--- config.mk ---
export PLATFORM = sky130hd
export DESIGN_NAME = imem_port_arbiter
export DESIGN_NICKNAME = d
export VERILOG_FILES = /design/src/rtl/imem_arb_pkg.sv /design/src/rtl/rr_arbiter2.sv /design/src/rtl/imem_port_arbiter.sv
export SDC_FILE = /design/constraint.sdc
export NUM_CORES = 1
export LEC_CHECK = 0
export CORE_MARGIN = 8
export CORE_UTILIZATION = 28
export DETAILED_ROUTE_END_ITERATION = 10
export PLACE_DENSITY = 0.57
export SLEW_MARGIN = 20
export SYNTH_ARGS = -nofsm -noshare
export SYNTH_HDL_FRONTEND = slang
export SYNTH_HIERARCHICAL = 1
export SYNTH_SLANG_ARGS = --single-unit
--- constraint.sdc ---
create_clock -name clk_i -period 4.4 [get_ports clk_i]
set_input_delay 1.32 -clock clk_i [delete_from_list [all_inputs] [get_ports clk_i]]
set_output_delay 1.32 -clock clk_i [all_outputs]
set_load 0.01 [all_outputs]
--- src/rtl/imem_arb_pkg.sv ---
`default_nettype none
// ============================================================================
// Module   : imem_arb_pkg
// Purpose  : Shared types, constants and a byte-insert helper for the
//            instruction-ROM port arbiter.
// Contents : state_e  - transaction FSM states
//            owner_e  - which requester owns the current transaction
//            NumBytes - bytes fetched per word
//            put_byte - big-endian byte insertion into a 32-bit word
// Revision : 1.0 - initial release
// ============================================================================
package imem_arb_pkg;

  typedef enum logic [1:0] {
    IDLE  = 2'd0,
    ISSUE = 2'd1,
    DRAIN = 2'd2,
    RESP  = 2'd3
  } state_e;

  typedef enum logic {
    OWN_IF = 1'b0,
    OWN_LS = 1'b1
  } owner_e;

  localparam int NumBytes = 4;
  localparam int IdxBits  = $clog2(NumBytes);

  // Byte at offset 0 lands in bits 31:24 (big-endian assembly).
  function automatic logic [31:0] put_byte(input logic [31:0]        word,
                                           input logic [IdxBits-1:0] idx,
                                           input logic [7:0]         b);
    logic [31:0] res;
    res = word;
    case (idx)
      2'd0:    res[31:24] = b;
      2'd1:    res[23:16] = b;
      2'd2:    res[15:8]  = b;
      default: res[7:0]   = b;
    endcase
    return res;
  endfunction

endpackage
`default_nettype wire

--- src/rtl/rr_arbiter2.sv ---
`default_nettype none
// ============================================================================
// Module   : rr_arbiter2
// Purpose  : Two-request round-robin picker. Purely combinational apart from
//            the last_owner register, which moves to the winner whenever the
//            caller accepts a grant.
// Ports    : clk_i, rst_ni        - clock, async active-low reset
//            req_if_i, req_ls_i   - pending requests
//            en_i                 - grants may be issued this cycle
//            accept_i             - a grant was taken; remember its owner
//            gnt_if_o, gnt_ls_o   - one-hot grant (0 when en_i is low)
//            winner_o             - requester that would win this cycle
// Revision : 1.0 - initial release
// ============================================================================
module rr_arbiter2
  import imem_arb_pkg::*;
(
  input  logic   clk_i,
  input  logic   rst_ni,
  input  logic   req_if_i,
  input  logic   req_ls_i,
  input  logic   en_i,
  input  logic   accept_i,
  output logic   gnt_if_o,
  output logic   gnt_ls_o,
  output owner_e winner_o
);

  owner_e last_owner_q, last_owner_d;

  always_comb begin
    winner_o = OWN_IF;
    if (req_if_i && req_ls_i) begin
      // On a tie the side that did not go last wins.
      winner_o = (last_owner_q == OWN_IF) ? OWN_LS : OWN_IF;
    end else if (req_ls_i) begin
      winner_o = OWN_LS;
    end
  end

  assign gnt_if_o = en_i && req_if_i && (winner_o == OWN_IF);
  assign gnt_ls_o = en_i && req_ls_i && (winner_o == OWN_LS);

  always_comb begin
    last_owner_d = last_owner_q;
    if (accept_i) begin
      last_owner_d = winner_o;
    end
  end

  // LS as the reset owner makes IF win the first tie.
  always_ff @(posedge clk_i or negedge rst_ni) begin
    if (!rst_ni) begin
      last_owner_q <= OWN_LS;
    end else begin
      last_owner_q <= last_owner_d;
    end
  end

endmodule
`default_nettype wire

--- src/rtl/imem_port_arbiter.sv ---
`default_nettype none
// ============================================================================
// Module   : imem_port_arbiter
// Purpose  : Shares a byte-wide synchronous-read instruction ROM between the
//            instruction-fetch (IF) and load (LS) requesters. A granted
//            request is served by four sequential byte reads assembled into a
//            big-endian word, returned with a one-cycle rvalid pulse.
//            Timeline: grant T, ROM reads T+1..T+4, rvalid T+6.
// Ports    : clk_i, rst_ni                     - clock, async active-low reset
//            if_req_i/if_addr_i/if_gnt_o       - IF request handshake
//            if_rvalid_o/if_rdata_o            - IF response
//            ls_*                              - same set for LS
//            mem_en_o/mem_addr_o/mem_rdata_i   - ROM interface (1-cycle read)
//            if_err_o/ls_err_o                 - misalignment error (macro only)
// Config   : IMEM_MISALIGN_ERR_EN - when defined, a request whose address is
//            not word-aligned skips the ROM and responds with rdata=0 and an
//            err pulse alongside rvalid.
// Revision : 1.0 - initial release
// ============================================================================
module imem_port_arbiter
  import imem_arb_pkg::*;
#(
  parameter int RegBits  = 32,
  parameter int AddrBits = 19
) (
  input  logic                clk_i,
  input  logic                rst_ni,
  input  logic                if_req_i,
  input  logic [RegBits-1:0]  if_addr_i,
  output logic                if_gnt_o,
  output logic                if_rvalid_o,
  output logic [RegBits-1:0]  if_rdata_o,
  input  logic                ls_req_i,
  input  logic [RegBits-1:0]  ls_addr_i,
  output logic                ls_gnt_o,
  output logic                ls_rvalid_o,
  output logic [RegBits-1:0]  ls_rdata_o,
`ifdef IMEM_MISALIGN_ERR_EN
  output logic                if_err_o,
  output logic                ls_err_o,
`endif
  output logic                mem_en_o,
  output logic [AddrBits-1:0] mem_addr_o,
  input  logic [7:0]          mem_rdata_i
);

  state_e                state_q, state_d;
  owner_e                owner_q, owner_d;
  logic [AddrBits-1:0]   base_q,  base_d;
  logic [IdxBits-1:0]    k_q,     k_d;
  logic [IdxBits-1:0]    idx_q,   idx_d;
  logic                  pend_q,  pend_d;
  logic [31:0]           buf_q,   buf_d;
  logic [31:0]           word_q,  word_d;
`ifdef IMEM_MISALIGN_ERR_EN
  logic                  err_q,   err_d;
`endif

  logic                  w_arb_en;
  logic                  w_gnt_if;
  logic                  w_gnt_ls;
  logic                  w_start;
  owner_e                w_winner;
  logic [AddrBits-1:0]   w_sel_addr;
  logic                  w_resp;
  logic                  w_unused_addr_bits;

  // Upper request address bits are deliberately ignored.
  assign w_unused_addr_bits = ^{if_addr_i[RegBits-1:AddrBits],
                                ls_addr_i[RegBits-1:AddrBits]};

  // Gating with rst_ni keeps grants low for the whole reset pulse, not just
  // after the first edge.
  assign w_arb_en = rst_ni && (state_q == IDLE);

  rr_arbiter2 u_rr (
    .clk_i    (clk_i),
    .rst_ni   (rst_ni),
    .req_if_i (if_req_i),
    .req_ls_i (ls_req_i),
    .en_i     (w_arb_en),
    .accept_i (w_start),
    .gnt_if_o (w_gnt_if),
    .gnt_ls_o (w_gnt_ls),
    .winner_o (w_winner)
  );

  assign w_start    = w_gnt_if || w_gnt_ls;
  assign w_sel_addr = (w_winner == OWN_LS) ? ls_addr_i[AddrBits-1:0]
                                           : if_addr_i[AddrBits-1:0];

  always_comb begin
    state_d = state_q;
    owner_d = owner_q;
    base_d  = base_q;
    k_d     = k_q;
    idx_d   = idx_q;
    pend_d  = 1'b0;
    buf_d   = buf_q;
    word_d  = word_q;
`ifdef IMEM_MISALIGN_ERR_EN
    err_d   = err_q;
`endif

    // A read issued last cycle returns its byte now, whatever the state.
    if (pend_q) begin
      buf_d = put_byte(buf_q, idx_q, mem_rdata_i);
    end

    case (state_q)
      IDLE: begin
        if (w_start) begin
          owner_d = w_winner;
          base_d  = w_sel_addr;
          k_d     = '0;
          state_d = ISSUE;
`ifdef IMEM_MISALIGN_ERR_EN
          err_d   = (w_sel_addr[1:0] != 2'b00);
          if (w_sel_addr[1:0] != 2'b00) begin
            word_d  = '0;
            state_d = RESP;
          end
`endif
        end
      end
      ISSUE: begin
        pend_d = 1'b1;
        idx_d  = k_q;
        k_d    = k_q + 1'b1;
        if (k_q == IdxBits'(NumBytes - 1)) begin
          state_d = DRAIN;
        end
      end
      DRAIN: begin
        // buf_d already holds the final byte arriving this cycle.
        word_d  = buf_d;
        state_d = RESP;
      end
      default: begin
        state_d = IDLE;
      end
    endcase
  end

  always_ff @(posedge clk_i or negedge rst_ni) begin
    if (!rst_ni) begin
      state_q <= IDLE;
      owner_q <= OWN_IF;
      base_q  <= '0;
      k_q     <= '0;
      idx_q   <= '0;
      pend_q  <= 1'b0;
      buf_q   <= '0;
      word_q  <= '0;
`ifdef IMEM_MISALIGN_ERR_EN
      err_q   <= 1'b0;
`endif
    end else begin
      state_q <= state_d;
      owner_q <= owner_d;
      base_q  <= base_d;
      k_q     <= k_d;
      idx_q   <= idx_d;
      pend_q  <= pend_d;
      buf_q   <= buf_d;
      word_q  <= word_d;
`ifdef IMEM_MISALIGN_ERR_EN
      err_q   <= err_d;
`endif
    end
  end

  assign if_gnt_o    = w_gnt_if;
  assign ls_gnt_o    = w_gnt_ls;

  assign mem_en_o    = (state_q == ISSUE);
  // Natural AddrBits-wide addition gives the modulo-2**AddrBits wrap.
  assign mem_addr_o  = (state_q == ISSUE) ? (base_q + AddrBits'(k_q)) : '0;

  assign w_resp      = (state_q == RESP);
  assign if_rvalid_o = w_resp && (owner_q == OWN_IF);
  assign ls_rvalid_o = w_resp && (owner_q == OWN_LS);
  assign if_rdata_o  = RegBits'(word_q);
  assign ls_rdata_o  = RegBits'(word_q);

`ifdef IMEM_MISALIGN_ERR_EN
  assign if_err_o    = if_rvalid_o && err_q;
  assign ls_err_o    = ls_rvalid_o && err_q;
`endif

endmodule
`default_nettype wire

==> impl_metrics.env, run 1 <==
export IMPL_cts_buffers_inserted=9
export IMPL_viasPerCell=4.357
export IMPL_drv_slew=0
export IMPL_routabilityCongestion=0.7751
export IMPL_core_mm2=0.01571
export IMPL_rrSetupSlack_ns=2.18
export IMPL_min_path_type="reg2reg"
export IMPL_layout_common_cells="134 x clkdlybuf4s50_1, 91 x dfrtp_1, 66 x mux2_2, 29 x nand2_1, 24 x o21ai_1"
export IMPL_p_clk_share_pct=18.4
export IMPL_h_tree_depth=3
export IMPL_layout_setup_ws_ns=0.2301
export IMPL_period_needed_ns=4.170
export IMPL_grt_ovfl_total=0
export IMPL_start_util_pct=28.23
export IMPL_ant_nets=0
export IMPL_swShare_pct=32.91
export IMPL_setup_viol=0
export IMPL_p_leak_nw=2.535
export IMPL_hpwl_mm=8.403
export IMPL_synth_top_cell_by_area="dfrtp_1"
export IMPL_cts_tree="yes"
export IMPL_fp_dieH_um=141.9
export IMPL_powerDensity_mw_per_mm2=715.9
export IMPL_vias=3028
export IMPL_end_kind="output port"
export IMPL_required_ns=3.08
export IMPL_hold_slack_ns=0.4898
export IMPL_tightest_slew_ns=0.8621
export IMPL_clkSinkCount=92
export IMPL_clock_latency_ns=0.34
export IMPL_grt_pass1_wl_mm=17.28
export IMPL_synth_warnings=6
export IMPL_fillers=1539
export IMPL_cts_root_buf="clkbuf_16"
export IMPL_drive_gt1_share_pct=20.46
export IMPL_first_pass_iters=4
export IMPL_dieArea_mm2=0.02012
export IMPL_ir_worst_vdd_v=0.0002418
export IMPL_antenna_found_initial=0
export IMPL_finalPower_mw=4.397
export IMPL_finalHoldViolations=0
export IMPL_rsz0062_at_grt="false"
export IMPL_drt_total_wl_mm=11.20
export IMPL_fmax_ghz=0.2398
export IMPL_grt_use_met2_pct=20.11
export IMPL_p_comb_share_pct=45.7
export IMPL_path_clk_slew_ns=0.06
export IMPL_finalSetupTns_ns=0
export IMPL_cp_max_fo=6
export IMPL_netlist_instances=366
export IMPL_antenna_cells=0
export IMPL_first_global_vias=3094
export IMPL_seqPwrFrac_pct=35.9
export IMPL_use_met3_pct=2.285
export IMPL_pre_cts_slack_ns=0.3129
export IMPL_synth_net_count=450
export IMPL_finalClockSkew_ns=0.005101
export IMPL_synth_area_mm2=0.004436
export IMPL_syn_to_final_growth_pct=38.48
export IMPL_final_cells=695
export IMPL_max_cap_violations=0
export IMPL_layout_commonest_cell="clkdlybuf4s50_1"
export IMPL_p_sw_mw=1.447
export IMPL_drc=0
export IMPL_drtIter0Drc=99
export IMPL_cp_arrival_ns=2.85
export IMPL_synth_edf_count=0
export IMPL_design_area_mm2=0.006142
export IMPL_p_int_mw=2.950
export IMPL_maxSlewHeadroom_pct=42.52
export IMPL_synth_cell_type_count=43
export IMPL_io_buffers=137
export IMPL_wire_per_inst_um=16.12
export IMPL_synth_ff_type="dfrtp_1"
export IMPL_die_w_um=141.9
export IMPL_postSynth_asyncResetShare_pct=100.0
export IMPL_netlist_top_cells_area="dfrtp_1 51%, mux2_2 17%, buf_4 5.4%, mux2i_1 4.5%, o21ai_1 2.7%"
export IMPL_synth_top_area_share_pct=51.34
export IMPL_grt_max_degree=49
export IMPL_worstSetupStartpointType="flip-flop"
export IMPL_avgSynthCellArea_um2=12.12
export IMPL_fin_nets=559
export IMPL_busiest_layer="met2"
export IMPL_dp_cells=679
export IMPL_dpl_instance_area_mm2=0.005814
export IMPL_final_util_pct=39.09
export IMPL_io_pins=164
export IMPL_fin_crit_sh_pct=94.77
export IMPL_path_class="reg2out"
export IMPL_yosys_register_bits=92
export IMPL_rows=46
export IMPL_clockBufferDepth=2
export IMPL_status="finished clean"
export IMPL_grtUsageMet1_pct=12.48
export IMPL_seq_area_frac_synth_pct=51.93
export IMPL_hold_buffers=0
export IMPL_grt_usage_pct=11.18
[power by group through the flow]
stage	Clock [mW]	Sequential, mW	Combinational (mW)
CTS	0.844	1.59	2.05
global placement	0	1.58	2.00
global route	0.869	1.65	2.17
floorplan	0	1.58	1.18
finish	0.811	1.58	2.01
detailed placement	0	1.60	2.04
[routing by layer]
| layer | up-vias | share of wire [%] |
|---|---|---|
| met5 | - | 0 |
| met4 | 0 | 2.3 |
| met3 | 15 | 3.2 |
| met2 | 44 | 55 |
| met1 | 1509 | 40 |
| li1 | 1460 | - |
[synthesized netlist by cell type, drive strengths merged (2+ instances only)]
| master | number |
|---|---|
| dfrtp | 91 |
| mux2 | 68 |
| buf | 35 |
| nand2 | 29 |
| o21ai | 25 |
| mux2i | 20 |
| nor2 | 12 |
| clkbuf | 9 |
| a21oi | 8 |
| inv | 8 |
| xor2 | 8 |
| ha | 7 |
| nand3 | 6 |
| nand4 | 5 |
| and2 | 4 |
| o31ai | 4 |
| or4 | 4 |
| nor2b | 3 |
| or3 | 3 |
| and4 | 2 |
| nand3b | 2 |
| xnor2 | 2 |
[flip-flops by register name, summed over array words and instances, names as in the netlist]
signal,flops
state_q,2
pend_q,1
k_q,2
idx_q,2
if_rdata_o,32
u_rr/last_owner_q,1
buf_q,32
owner_q,1
base_q,19
[path summary, 6_finish.rpt]
| path | from | end | cells past startpoint |
|---|---|---|---|
| min in group asynchronous | rst_ni | state_q[0] | 2 |
| worst max register to register | state_q[0] | owner_q | 8 |
| worst min-delay path | buf_q[4] | buf_q[4] | 1 |
| max in group asynchronous | rst_ni | if_rdata_o[26] | 3 |
| worst max-delay path | k_q[0] | mem_addr_o[14] | 8 |
| worst min register to register | buf_q[4] | buf_q[4] | 1 |
[cell families (layout without fill, tap and decap cells)]
group / after synthesis / after routing / share of synthesized area [%]
xor gates and xnor gates: 10 / 10 / 1.975
muxes: 88 / 88 / 21.86
and+or+nand+nor: 74 / 74 / 9.140
AOI/OAI and AO/OA: 42 / 42 / 5.388
buffers and inverters: 52 / 165 / 7.278
adders and majority gates: 8 / 8 / 2.426
DFF: 92 / 92 / 51.93
[cell type report]
class                      instances  area [µm²]  share of cell area, %
multi-input combinational        222        1814                  29.54
clock buffer                       9       225.2                  3.667
sequential                        92        2303                  37.50
tap                              216       270.3                  4.400
clock inverter                     6       87.58                  1.426
inverter                           8       30.03                 0.4889
timing repair buffer             142        1411                  22.98
[critical path, cell delays in order (launching register included)]
cell and delay (ns):
dfrtp_1 0.37, ha_1 0.17, inv_1 0.05, fa_1 0.45
nor2b_2 0.21, nand2_1 0.15, or3_1 0.35, a21oi_1 0.16
clkdlybuf4s50_1 0.59
[timing repair]
action / CTS / global route
gates resized for setup: 1 / 2
setup buffers: 0 / 1
setup endpoints to repair: 1 / 3
Power figures use the tool's default switching activity.
==> run 2: changes to the inputs <==
SLEW_MARGIN = unset   (was 20)
==> results of run 2 <==
Same layout as run 1: the final DEF is identical, and so are final timing and power.
